File: config.mk
export PLATFORM = sky130hd
export DESIGN_NAME = prng_stream
export DESIGN_NICKNAME = d
export VERILOG_FILES = /design/src/rtl/prng_pkg.sv /design/src/rtl/prng_fifo.sv /design/src/rtl/prng_stream.sv
export SDC_FILE = /design/constraint.sdc
export NUM_CORES = 1
export LEC_CHECK = 0
export BUFFER_PORTS_ARGS = -buffer_cell sky130_fd_sc_hd__buf_2
export CAP_MARGIN = 20
export CORE_UTILIZATION = 56
export DETAILED_ROUTE_END_ITERATION = 8
export PLACE_DENSITY = 0.81
export SKIP_LAST_GASP = 1
export SLEW_MARGIN = 10
export SYNTH_ARGS = -nofsm -noshare
export SYNTH_HDL_FRONTEND = slang
export SYNTH_HIERARCHICAL = 1
export SYNTH_SLANG_ARGS = --single-unit
File: constraint.sdc
create_clock -name clk -period 3.5 [get_ports clk]
set_input_delay 0 -clock clk [delete_from_list [all_inputs] [get_ports clk]]
set_output_delay 0 -clock clk [all_outputs]
set_load 0.02 [all_outputs]
File: src/rtl/prng_pkg.sv
// rtl/prng_pkg.sv - shared types and defaults for the PRNG stream controller
package prng_pkg;

    typedef enum logic [1:0] {
        SEED   = 2'd0,
        SETTLE = 2'd1,
        RUN    = 2'd2
    } state_t;

    localparam int DEF_WIDTH     = 8;
    localparam int DEF_DEPTH     = 4;
    localparam int DEF_REP_LIMIT = 4;
    localparam int RESEED_CNT_W  = 8;

endpackage

File: src/rtl/prng_fifo.sv
// rtl/prng_fifo.sv - synchronous FIFO with flush, head data and occupancy count
module prng_fifo #(
    parameter int WIDTH = 8,
    parameter int DEPTH = 4
) (
    input  logic                     clk,
    input  logic                     rst,
    input  logic                     push,
    input  logic                     pop,
    input  logic                     flush,
    input  logic [WIDTH-1:0]         wdata,
    output logic [WIDTH-1:0]         head,
    output logic [$clog2(DEPTH):0]   count
);

    localparam int AW = $clog2(DEPTH);

    logic [WIDTH-1:0] mem [DEPTH];
    logic [AW-1:0]    wr_ptr;
    logic [AW-1:0]    rd_ptr;

    always_ff @(posedge clk) begin
        if (rst || flush) begin
            wr_ptr <= '0;
            rd_ptr <= '0;
            count  <= '0;
        end else begin
            if (push) wr_ptr <= wr_ptr + 1'b1;
            if (pop)  rd_ptr <= rd_ptr + 1'b1;
            case ({push, pop})
                2'b10:   count <= count + 1'b1;
                2'b01:   count <= count - 1'b1;
                default: count <= count;
            endcase
        end
    end

    always_ff @(posedge clk) begin
        if (push) mem[wr_ptr] <= wdata;
    end

    // Empty FIFO presents zero rather than stale storage.
    assign head = (count != '0) ? mem[rd_ptr] : '0;

endmodule

File: src/rtl/prng_stream.sv
// rtl/prng_stream.sv - PRNG bank controller with repetition health test and output stream
module prng_stream
    import prng_pkg::*;
#(
    parameter int WIDTH     = DEF_WIDTH,
    parameter int DEPTH     = DEF_DEPTH,
    parameter int REP_LIMIT = DEF_REP_LIMIT
) (
    input  logic                    clk,
    input  logic                    rst,
    input  logic                    en,
    input  logic [WIDTH-1:0]        seed_base,
    input  logic [WIDTH-1:0]        rand_in,
    output logic                    update,
    output logic                    reseed,
    output logic [WIDTH-1:0]        seed,
    output logic                    out_valid,
    input  logic                    out_ready,
    output logic [WIDTH-1:0]        out_data,
    output logic                    health_err,
    output logic [RESEED_CNT_W-1:0] reseed_cnt
);

    localparam int AW = $clog2(DEPTH);
    localparam int RW = $clog2(REP_LIMIT + 1);

    state_t           state_q;
    state_t           state_d;
    logic             upd_q;
    logic             fresh_q;
    logic [RW-1:0]    rep_cnt;
    logic [RW-1:0]    rep_next;
    logic [WIDTH-1:0] last_word;
    logic [WIDTH-1:0] cnt_w;
    logic [AW:0]      count;
    logic [AW+1:0]    reserved;
    logic             fail;
    logic             push;
    logic             pop;

    always_comb begin
        cnt_w = '0;
        for (int i = 0; i < WIDTH && i < RESEED_CNT_W; i++) cnt_w[i] = reseed_cnt[i];
    end

    always_comb begin
        rep_next = RW'(1);
        if (!fresh_q && rand_in == last_word) rep_next = rep_cnt + 1'b1;
    end

    assign fail     = upd_q && (rep_next >= RW'(REP_LIMIT));
    assign push     = upd_q && !fail;
    assign pop      = out_valid && out_ready;
    // Occupancy plus the word already requested from the bank.
    assign reserved = {1'b0, count} + {{(AW + 1){1'b0}}, upd_q};

    always_comb begin
        state_d = state_q;
        update  = 1'b0;
        reseed  = 1'b0;
        seed    = '0;
        case (state_q)
            SEED: begin
                reseed  = !rst;
                seed    = rst ? '0 : (seed_base ^ cnt_w);
                state_d = SETTLE;
            end
            SETTLE:  state_d = RUN;
            RUN:     update = !rst && en && (reserved < (AW + 2)'(DEPTH));
            default: state_d = SEED;
        endcase
        if (fail) state_d = SEED;
    end

    always_ff @(posedge clk) begin
        if (rst) begin
            state_q    <= SEED;
            upd_q      <= 1'b0;
            fresh_q    <= 1'b1;
            rep_cnt    <= '0;
            last_word  <= '0;
            health_err <= 1'b0;
            reseed_cnt <= '0;
        end else begin
            state_q    <= state_d;
            health_err <= fail;
            upd_q      <= update && !fail;
            if (state_q == SEED) fresh_q <= 1'b1;
            if (upd_q) begin
                fresh_q <= 1'b0;
                rep_cnt <= rep_next;
                if (!fail) last_word <= rand_in;
            end
            if (fail && reseed_cnt != {RESEED_CNT_W{1'b1}}) reseed_cnt <= reseed_cnt + 1'b1;
        end
    end

    prng_fifo #(
        .WIDTH (WIDTH),
        .DEPTH (DEPTH)
    ) u_fifo (
        .clk   (clk),
        .rst   (rst),
        .push  (push),
        .pop   (pop),
        .flush (fail),
        .wdata (rand_in),
        .head  (out_data),
        .count (count)
    );

    assign out_valid = (count != '0);

endmodule

Word level (Yosys, flattened, before mapping)
Memories as Yosys holds them, arrays and structs flattened. A register that Yosys moved wholly into a read port is not among the register bits.
Cells that the tools add are included.
{ "word_totals": {"ram_bits": 32, "wordCells": 60, "mem_bits_ro": 0, "regBits": 31, "out_inout_bits": 28, "latchBits": 0, "mem_count": 1, "input_bits": 20} }
{ "op_classes": {"n_reduce_logical": 18, "div": 0, "n_mux": 14, "addsub": 7, "bitwise": 2, "order_cmp": 2, "n_shift": 0, "n_mul": 0, "n_eq_ne": 6} }
{ "mem_list": {"columns": ["name", "words", "word_bits", "rd", "rd_clocked_by_memory_dff", "wr", "line", "rtl"], "rows": [
  ["u_fifo.mem", 4, 8, 1, 1, 1, "prng_fifo.sv:18", "logic [WIDTH-1:0] mem [DEPTH];"]
]} }
{ "op_table": {"columns": ["op", "count"], "rows": [
  ["8-bit two-way mux", 3],
  ["8-bit by 1-bit adder with 8-bit output (second input constant)", 1],
  ["8-bit == test", 1],
  ["1-bit logical AND", 8],
  ["8-bit != test (second input constant)", 1],
  ["8-bit XOR", 1],
  ["3-bit by 1-bit adder with 3-bit output (second input constant)", 2],
  ["1-bit two-way mux", 6],
  ["2-bit case mux with 3 select lines", 1],
  ["3-bit case mux with 2 select lines", 1],
  ["2-bit by 1-bit adder with 2-bit output (second input constant)", 2],
  ["3-bit by 1-bit adder with 4-bit output", 1],
  ["2-bit by 1-bit == test with 1-bit output (second input constant)", 2],
  ["2-bit == test (second input constant)", 2],
  ["4-bit by 3-bit < comparator with 1-bit output (second input constant)", 1],
  ["2-bit two-way mux", 2],
  ["2-bit nonzero test", 2],
  ["3-bit greater-or-equal comparator (second input constant)", 1],
  ["1-bit zero test", 3],
  ["3-bit two-way mux", 1],
  ["3-bit nonzero test", 1],
  ["3-bit by 1-bit subtractor with 3-bit output (second input constant)", 1],
  ["2-bit zero test", 1],
  ["2-bit AND reduction", 1],
  ["other kinds (3)", 3]
]} }

Longest topological paths before layout
Gate-level depths: netlist of the first run.
{ "logic_depth": {"word_depth": 9, "mapped_depth": 11, "ltp_nobuf": 11} }

Hierarchy
Netlist of the first run, hierarchy kept.
{ "by_module_without_submodules": {"columns": ["module", "area_each_um2", "seq_area_each_um2", "n_inst", "cells_per_inst"], "rows": [
  ["prng_fifo", 1645.3, 1141.1, 1, 97],
  ["prng_stream", 1262.5, 480.5, 1, 141]
]} }

Worst setup path before layout of the first run
Ideal clock, no wire load.
{ "synth_path": {"path_kind": "reg2reg", "from": "register last_word[4]", "to": "register u_fifo.count[2]", "setup_slack_ps": 443, "stages_incl_launch_ff": 12, "required_ps": 3430, "path_buffers": 0, "period_less_slack_ps": 3057, "setup_time_ps": 70, "arrival_time_ps": 2987, "path_cell_list": "dfxtp_1 > xor2_1 > or4_4 > o41ai_4 > inv_1 > inv_1 > ha_1 > inv_1 > fa_1 > xor2_1 > or3_1 > a21oi_1"} }
{ "synth_between": {"elab_chain_cells": 9, "word_cells_on_any_way": 12, "cone_classes": "order compare: 1; eq/ne: 3; mux: 2; reduce/logical: 6"} }
{ "synth_rtl": {"columns": ["element", "line", "rtl"], "rows": [
  ["start: declaration", "prng_stream.sv:33", "logic [WIDTH-1:0] last_word;"],
  ["start signal: assignment", "prng_stream.sv:92", "if (!fail) last_word <= rand_in;"],
  ["8-bit == test (*)", "prng_stream.sv:48", "if (!fresh_q && rand_in == last_word) rep_next = rep_cnt + 1'b1;"],
  ["1-bit logical AND (*)", "prng_stream.sv:48", null],
  ["3-bit two-way mux (*)", "prng_stream.sv:48", null],
  ["3-bit greater-or-equal comparator (*)", "prng_stream.sv:51", "assign fail = upd_q && (rep_next >= RW'(REP_LIMIT));"],
  ["1-bit logical AND (*)", "prng_stream.sv:51", null],
  ["1-bit zero test (*)", null, null],
  ["1-bit logical AND (*)", "prng_stream.sv:52", "assign push = upd_q && !fail;"],
  ["via push", "prng_stream.sv:38", "logic push;"],
  ["2-bit by 1-bit == test with 1-bit output or 2-bit == test (tied branches)", "prng_fifo.sv:30", "case ({push, pop})"],
  ["3-bit case mux with 2 select lines or 2-bit nonzero test (tied branches)", null, null],
  ["end signal: assignment", "prng_fifo.sv:31", "2'b10: count <= count + 1'b1;"],
  ["end signal: assignment", "prng_fifo.sv:32", "2'b01: count <= count - 1'b1;"],
  ["end signal: assignment", "prng_fifo.sv:33", "default: count <= count;"],
  ["end: declaration", "prng_fifo.sv:13", "output logic [$clog2(DEPTH):0] count"]
]} }
The timed path passes the listed nets; every way through them passes the cells marked *.
A chain may end at the register's enable or synchronous reset.

Final worst setup path of the first run
{ "layout_path": {"from": "input rand_in[4]", "to": "register u_fifo.count[2]"} }
{ "layout_between": {"elab_chain_cells": 9, "word_cells_on_any_way": 12, "cone_classes": "order compare: 1; eq/ne: 3; mux: 2; reduce/logical: 6"} }
{ "layout_rtl": {"columns": ["element", "line", "rtl"], "rows": [
  ["start: declaration", "prng_stream.sv:13", "input logic [WIDTH-1:0] rand_in,"],
  ["8-bit == test (*)", "prng_stream.sv:48", null],
  ["1-bit logical AND (*)", "prng_stream.sv:48", null],
  ["3-bit two-way mux (*)", "prng_stream.sv:48", null],
  ["3-bit greater-or-equal comparator (*)", "prng_stream.sv:51", null],
  ["1-bit logical AND (*)", "prng_stream.sv:51", null],
  ["1-bit zero test (*)", null, null],
  ["1-bit logical AND (*)", "prng_stream.sv:52", null],
  ["via push", "prng_stream.sv:38", null],
  ["2-bit by 1-bit == test with 1-bit output or 2-bit == test (tied branches)", "prng_fifo.sv:30", null],
  ["3-bit case mux with 2 select lines or 2-bit nonzero test (tied branches)", null, null]
]} }
Marks and branches as above.

==> impl_metrics.ini, run 1 <==
[die]
start_util = 0.600
die_y_um = 74.1
die_w_um = 74.1
die_area_um2 = 5480
boundaryPins = 48
core_area_um2 = 4850
fp-row-count = 25

[timing]
finalSetupViolations = 0
rsz0062_at_grt = false
fin_skew_ns = 0.00549
setup_tns_ns = 0
holdWs_ns = 0.0931
max_clock_freq_mhz = 351
relSlewSlack = 0.311
worst_pin_slew_ns = 1.03
finalCritPeriodShare = 0.815
fin_crit_ns = 2.85
final-max-slew-violation-count = 0
finalHoldViolCount = 0

[synth]
syn_avg_cell_area_um2 = 12.2
ys_types = 42
synth-seq-cells = 65
yosysSeqAreaShare = 0.558
synth_edf_count = 32
synth.cell_area_um2 = 2910
synthFlopType = dfxtp_1
syn-instance-count = 238
synth_warnings = 6
syn-num-nets = 266
synth-async-reset-ratio = 0

[layout]
area_growth_pct = 21.1
final_cell_mix = buf_2 (47), dfxtp_1 (33), edfxtp_1 (32), nor2_1 (30), xnor2_1 (17)
final_cell_area_um2 = 3520
diodes = 0
drive_above_1_share = 0.264
nNetsFinal = 326
final_common_cell = buf_2
utilization = 0.726

[critical_path]
crit_buf_inv = 5
crit_top_cell = inv_1
cp.required_ns = 3.77
critPathMaxFanout = 8
crit_type = input pin to flip-flop
start_kind = input pin
endpoint_kind = flip-flop
cp.arrival_ns = 3.12
cp_slowest_stage_delay_ns = 0.56
cp_cell_sequence = dlygate4sd3_1, buf_2, xor2_1, or4_4, o41ai_4, inv_1, inv_1, ha_1, inv_1, fa_1, xor2_1, or3_1, a21oi_1
crit_slowest_cell = or4_4
critPathTopFamily = buffers and inverters
r2r_setup_slack_ns = 0.67

[run_status]
status = finished clean

[placed_design]
place_hpwl_um = 3570
portBuffers = 47
place_area_um2 = 3190
gp_congestion = 0.807

[routing]
drt_iter0_drc = 69
postRouteWirelength_um = 5170
via_count = 1960
drc = 0
vias_per_cell = 5.30
ant_nets = 0
firstDrtPassIters = 4
routedWlPerCell_um = 14.0

[clock_network]
clock-sinks = 65
clk_path_buf_depth = 2
cts_tree = done
ctsResizeCount = 0
cts_htree_levels = 3
path_clk_slew_ns = 0.07
cts-buffers-inserted = 9
insertion_delay_ns = 0.34
root_buffer = clkbuf_8

[pwr]
peakVddDrop_uv = 352
power_mw = 1.79
p_per_area_nw_per_um2 = 509
p_leak_nw = 1.38

[global_routing]
grt_pass1_wl_um = 8670
grt_pass1_vias = 1882
grt_max_degree = 27
antenna_found_initial = 0
track_usage = 0.218
overflow = 0

[worst_hold_path]
min_path_type = input pin to flip-flop

[run]
max_cap_violations = 0
flip-flops by register name, indices dropped and copies added (netlist names), named ones only:
signal / cells
fresh_q: 1
health_err: 1
last_word: 8
rep_cnt: 3
reseed_cnt: 8
state_q: 2
u_fifo/count: 3
u_fifo/mem: 32
u_fifo/rd_ptr: 2
u_fifo/wr_ptr: 2
upd_q: 1
path summary, 6_finish.rpt:
kind,start,end,cells after the start
hold / removal,rst,last_word[1]$_SDFFE_PP0P_,2
setup reg to reg,last_word[4]$_SDFFE_PP0P_,u_fifo/count[2]$_SDFFE_PP0P_,11
setup / recovery,rand_in[4],u_fifo/count[2]$_SDFFE_PP0P_,13
hold reg to reg,rep_cnt[0]$_SDFFE_PP0P_,rep_cnt[0]$_SDFFE_PP0P_,1
metal layers:
metal / global-route usage / part of all wire
met1: 0.269 / 0.45
met5: 0 / 0
met4: 0.0962 / 0.017
met3: 0.0569 / 0.031
met2: 0.363 / 0.50
kinds of logic (layout without fill, tap and decap cells):
kind of cell / after synthesis / after routing / share of synthesized area
fa+ha+maj: 8 / 8 / 0.0370
simple gates: 81 / 81 / 0.149
xor+xnor: 24 / 24 / 0.0723
buf+inv: 18 / 83 / 0.0288
compound gates: 24 / 24 / 0.0581
mux: 18 / 18 / 0.0968
flops: 65 / 65 / 0.558
power breakdown:
| group | switching, mW | leakage, nW | internal, mW | total [mW] |
|---|---|---|---|---|
| combinational | 0.106 | 0.712 | 0.0869 | 0.193 |
| sequential | 0.0212 | 0.555 | 0.816 | 0.837 |
| clock | 0.288 | 0.115 | 0.472 | 0.760 |
| total | 0.415 | 1.38 | 1.38 | 1.79 |
per-stage QoR:
step,worst slack [ns],cells
3_3_place_gp,0.745,345
3_5_place_dp,0.675,345
6_report,0.647,370
4_1_cts,0.663,370
5_1_grt,0.459,370
2_1_floorplan,0.443,238
final cells by class:
cell class / count / area, µm²
well taps: 67 / 83.8
clock buffers: 9 / 124
fillers: 329 / 1330
multi-input cells: 155 / 1200
repair buffers: 57 / 333
inverters: 10 / 37.5
flip-flops and latches: 65 / 1620
clock inverters: 7 / 119
cell usage after synthesis (2+ instances only):
master / instances / area (µm²)
dfxtp_1: 33 / 661
xnor2_1: 17 / 149
or4_1: 2 / 15.0
o21bai_1: 2 / 15.0
and2_1: 5 / 31.3
a31oi_1: 3 / 18.8
a21oi_1: 9 / 45.0
nand3_1: 7 / 35.0
and2b_1: 3 / 22.5
xor2_1: 7 / 61.3
edfxtp_1: 32 / 961
nor3_1: 6 / 30.0
nor2b_1: 7 / 43.8
o21ai_0: 3 / 15.0
or3_1: 3 / 18.8
nand4_1: 2 / 12.5
o31ai_1: 3 / 22.5
nand2_1: 4 / 15.0
nor2_1: 30 / 113
buf_6: 2 / 22.5
nor4_1: 2 / 12.5
inv_1: 10 / 37.5
mux2i_1: 9 / 90.1
clkbuf_1: 5 / 18.8
mux4_2: 8 / 180
ha_1: 7 / 87.6
and3_1: 2 / 12.5
timing repair:
| item | CTS | global route |
|---|---|---|
| hold endpoints to repair | 40 | 0 |
| hold buffers | 9 | 0 |
| endpoints found under the setup margin | 0 | 0 |
| setup buffers | 0 | 0 |
Power figures use the tool's default switching activity.
==> run 2, diff against run 1 <==
--- a/config.mk
+++ b/config.mk
@@ -5,11 +5,12 @@
 export SDC_FILE = /design/constraint.sdc
 export NUM_CORES = 1
 export LEC_CHECK = 0
+export ABC_AREA = 1
 export BUFFER_PORTS_ARGS = -buffer_cell sky130_fd_sc_hd__buf_2
 export CAP_MARGIN = 20
-export CORE_UTILIZATION = 56
+export CORE_UTILIZATION = 57
 export DETAILED_ROUTE_END_ITERATION = 8
-export PLACE_DENSITY = 0.81
+export PLACE_DENSITY = 0.82
 export SKIP_LAST_GASP = 1
 export SLEW_MARGIN = 10
 export SYNTH_ARGS = -nofsm -noshare
==> constraint.sdc (replaced) <==
create_clock -name clk -period 2.75 [get_ports clk]
set_input_delay 0 -clock clk [delete_from_list [all_inputs] [get_ports clk]]
set_output_delay 0 -clock clk [all_outputs]
set_load 0.02 [all_outputs]
==> run 2 against run 1 <==
  * Power increased by 45%
  * Hold slack got worse by 0.032 ns
  * Cell count increased by 37%
  * Highest routed layer unchanged
  * Global-route usage increased by 0.42 points
  * Combinational power increased to 2.6 times the previous value
  * Largest power group unchanged
  * Die area increased by 8.2%
  * Clock skew increased by 0.0052 ns
  * Sequential share of layout area decreased by 3.2 points
==> impl_metrics.ini, run 2 <==
[routing]
firstDrtPassIters = 4
vias_per_cell = 4.98
routedWlPerCell_um = 12.2
via_count = 2518
drc = 0
ant_nets = 0
postRouteWirelength_um = 6180
drt_iter0_drc = 143

[critical_path]
timing.rr.start = last_word[1]$_SDFFE_PP0P_
endpoint_kind = flip-flop
cp.arrival_ns = 2.70
r2r_cells = 18
rr_endpoint = u_fifo/count[2]$_SDFFE_PP0P_
cp.required_ns = 2.99
critPathMaxFanout = 14
crit_path_start = rand_in[1]
crit_type = input pin to flip-flop
r2r_setup_slack_ns = 0.30
start_kind = input pin

[global_routing]
track_usage = 0.223
grt_pass1_wl_um = 10200
antenna_found_initial = 0
grt_max_degree = 23
overflow = 0
grt_pass1_vias = 2405

[placed_design]
gp_congestion = 0.788
portBuffers = 47
dp.cells = 481
place_hpwl_um = 4090

[synth]
synth-async-reset-ratio = 0
synth_most_common_cell = nand2_1
synth_top_area_frac = 0.299
synth.cell_area_um2 = 3210
yosysSeqAreaShare = 0.505
ys_types = 35
netlist.top_cell.by_area = edfxtp_1
synth_edf_count = 32
syn-instance-count = 371
synthTopCellsByArea = edfxtp_1 (30%), dfxtp_1 (21%), nand2_1 (9.6%), nor2_1 (8.0%), inv_1 (5.8%)
synth-seq-cells = 65
synth_warnings = 6
syn-num-nets = 399
syn_avg_cell_area_um2 = 8.65
synthFlopType = dfxtp_1
ys_top_cells_by_count = nand2_1 (82), nor2_1 (68), inv_1 (50), dfxtp_1 (33), edfxtp_1 (32)

[worst_hold_path]
min_path_type = input pin to flip-flop
holdPathStages = 5
hold-path-endpoint = upd_q$_SDFF_PP0_
worstHoldStart = en

[timing]
max_clock_freq_mhz = 405
relSlewSlack = 0.477
fin_skew_ns = 0.0107
worst_pin_slew_ns = 0.784
setup_tns_ns = 0
final-max-slew-violation-count = 0
finalSetupViolations = 0
finalCritPeriodShare = 0.897
holdWs_ns = 0.0608
rsz0062_at_grt = false
fin_crit_ns = 2.47
finalHoldViolCount = 0

[clock_network]
cts_tree = done
clk_path_buf_depth = 2
hold_buffers = 9
postCtsSetupBuffers = 0
clock-sinks = 65
path_clk_slew_ns = 0.07
ctsResizeCount = 0
root_buffer = clkbuf_8
cts_htree_levels = 3
cts-buffers-inserted = 9
insertion_delay_ns = 0.33

[die]
core_area_um2 = 5270
die_w_um = 77.0
boundaryPins = 48
fp-row-count = 26
die_y_um = 77.0
start_util = 0.609
die_area_um2 = 5930

[layout]
largest_reg_flops = 32
utilization = 0.718
final_common_cell = nand2_1
reg.largest.list = u_fifo/mem (32), last_word (8), reseed_cnt (8)
final_cell_mix = nand2_1 (82), nor2_1 (68), inv_1 (50), buf_2 (47), dfxtp_1 (33)
area_growth_pct = 17.9
nNetsFinal = 459
layout.cells.non_filler = 506
drive_above_1_share = 0.197
top_register = u_fifo/mem
diodes = 0

[pwr]
p_per_area_nw_per_um2 = 686
p_leak_nw = 1.81
peakVddDrop_uv = 494

[run]
max_cap_violations = 0

[run_status]
status = finished clean
-- run 2: cell count changes in the layout (fill, tap and decap cells not counted), sizes merged, moves of 8 or more --
cell,previous run,this run
inv,10,54
mux4,8,0
nand2,4,90
nor2,30,74
o21ai,3,26
mux2i,9,0
-- run 2: report_power, final --
part | internal (mW) | switching, mW
clock network | 0.626 | 0.352
registers | 1.05 | 0.0578
logic | 0.170 | 0.337
-- run 2: how the worst max path moves through the flow --
stage	to	slack, ns	cells after the start
global route	u_fifo/count[2]$_SDFFE_PP0P_	0.14	19
floorplan	u_fifo/count[2]$_SDFFE_PP0P_	0.59	16
finish	u_fifo/count[2]$_SDFFE_PP0P_	0.28	19
global placement	u_fifo/count[2]$_SDFFE_PP0P_	0.47	19
detailed placement	u_fifo/count[2]$_SDFFE_PP0P_	0.34	18
CTS	u_fifo/count[2]$_SDFFE_PP0P_	0.30	18
-- run 2: per-stage QoR --
stage	setup slack (ns)	area, µm²	power (mW)
floorplan	0.588	3210	1.50
global placement	0.473	3450	1.60
detailed placement	0.341	3450	1.62
CTS	0.299	3780	2.61
global route	0.140	3780	2.72
finish	0.284	3780	2.59
-- run 2: logic make-up after synthesis --
logic type               synth area share
AO/OA/AOI/OAI                      0.0647
XOR/XNOR                           0.0378
adder cells (fa/ha/maj)            0.0335
buffers and inverters              0.0920
flip-flops                          0.505
AND/OR/NAND/NOR                     0.267
-- run 2: final cells by class --
cell class | instances | area, µm²
clock buffer | 11 | 141
multi-input combinational | 245 | 1290
sequential | 65 | 1620
fill | 406 | 1490
clock inverter | 5 | 103
tap | 70 | 87.6
inverter | 54 | 213
timing repair buffer | 56 | 325
-- run 2: routing by layer --
metal	global-route usage	share of wire	up-vias	wire length, µm
met5	0	0	-	0
met4	0.106	0.012	0	73
met3	0.0619	0.048	10	297
met2	0.396	0.50	83	3070
met1	0.244	0.44	1144	2740
li1	-	-	1281	-
-- run 2: critical path, stage by stage --
cell,delay (ns)
dlygate4sd3_1,0.53
buf_2,0.17
nor2_1,0.07
nor2_1,0.19
nand3_4,0.15
nor2_8,0.19
nand2_4,0.07
nand2_4,0.12
inv_4,0.10
inv_1,0.13
ha_1,0.20
inv_1,0.07
fa_1,0.38
inv_1,0.07
nand2_1,0.07
nand3_1,0.07
nand2_1,0.05
inv_1,0.04
nor2_1,0.03
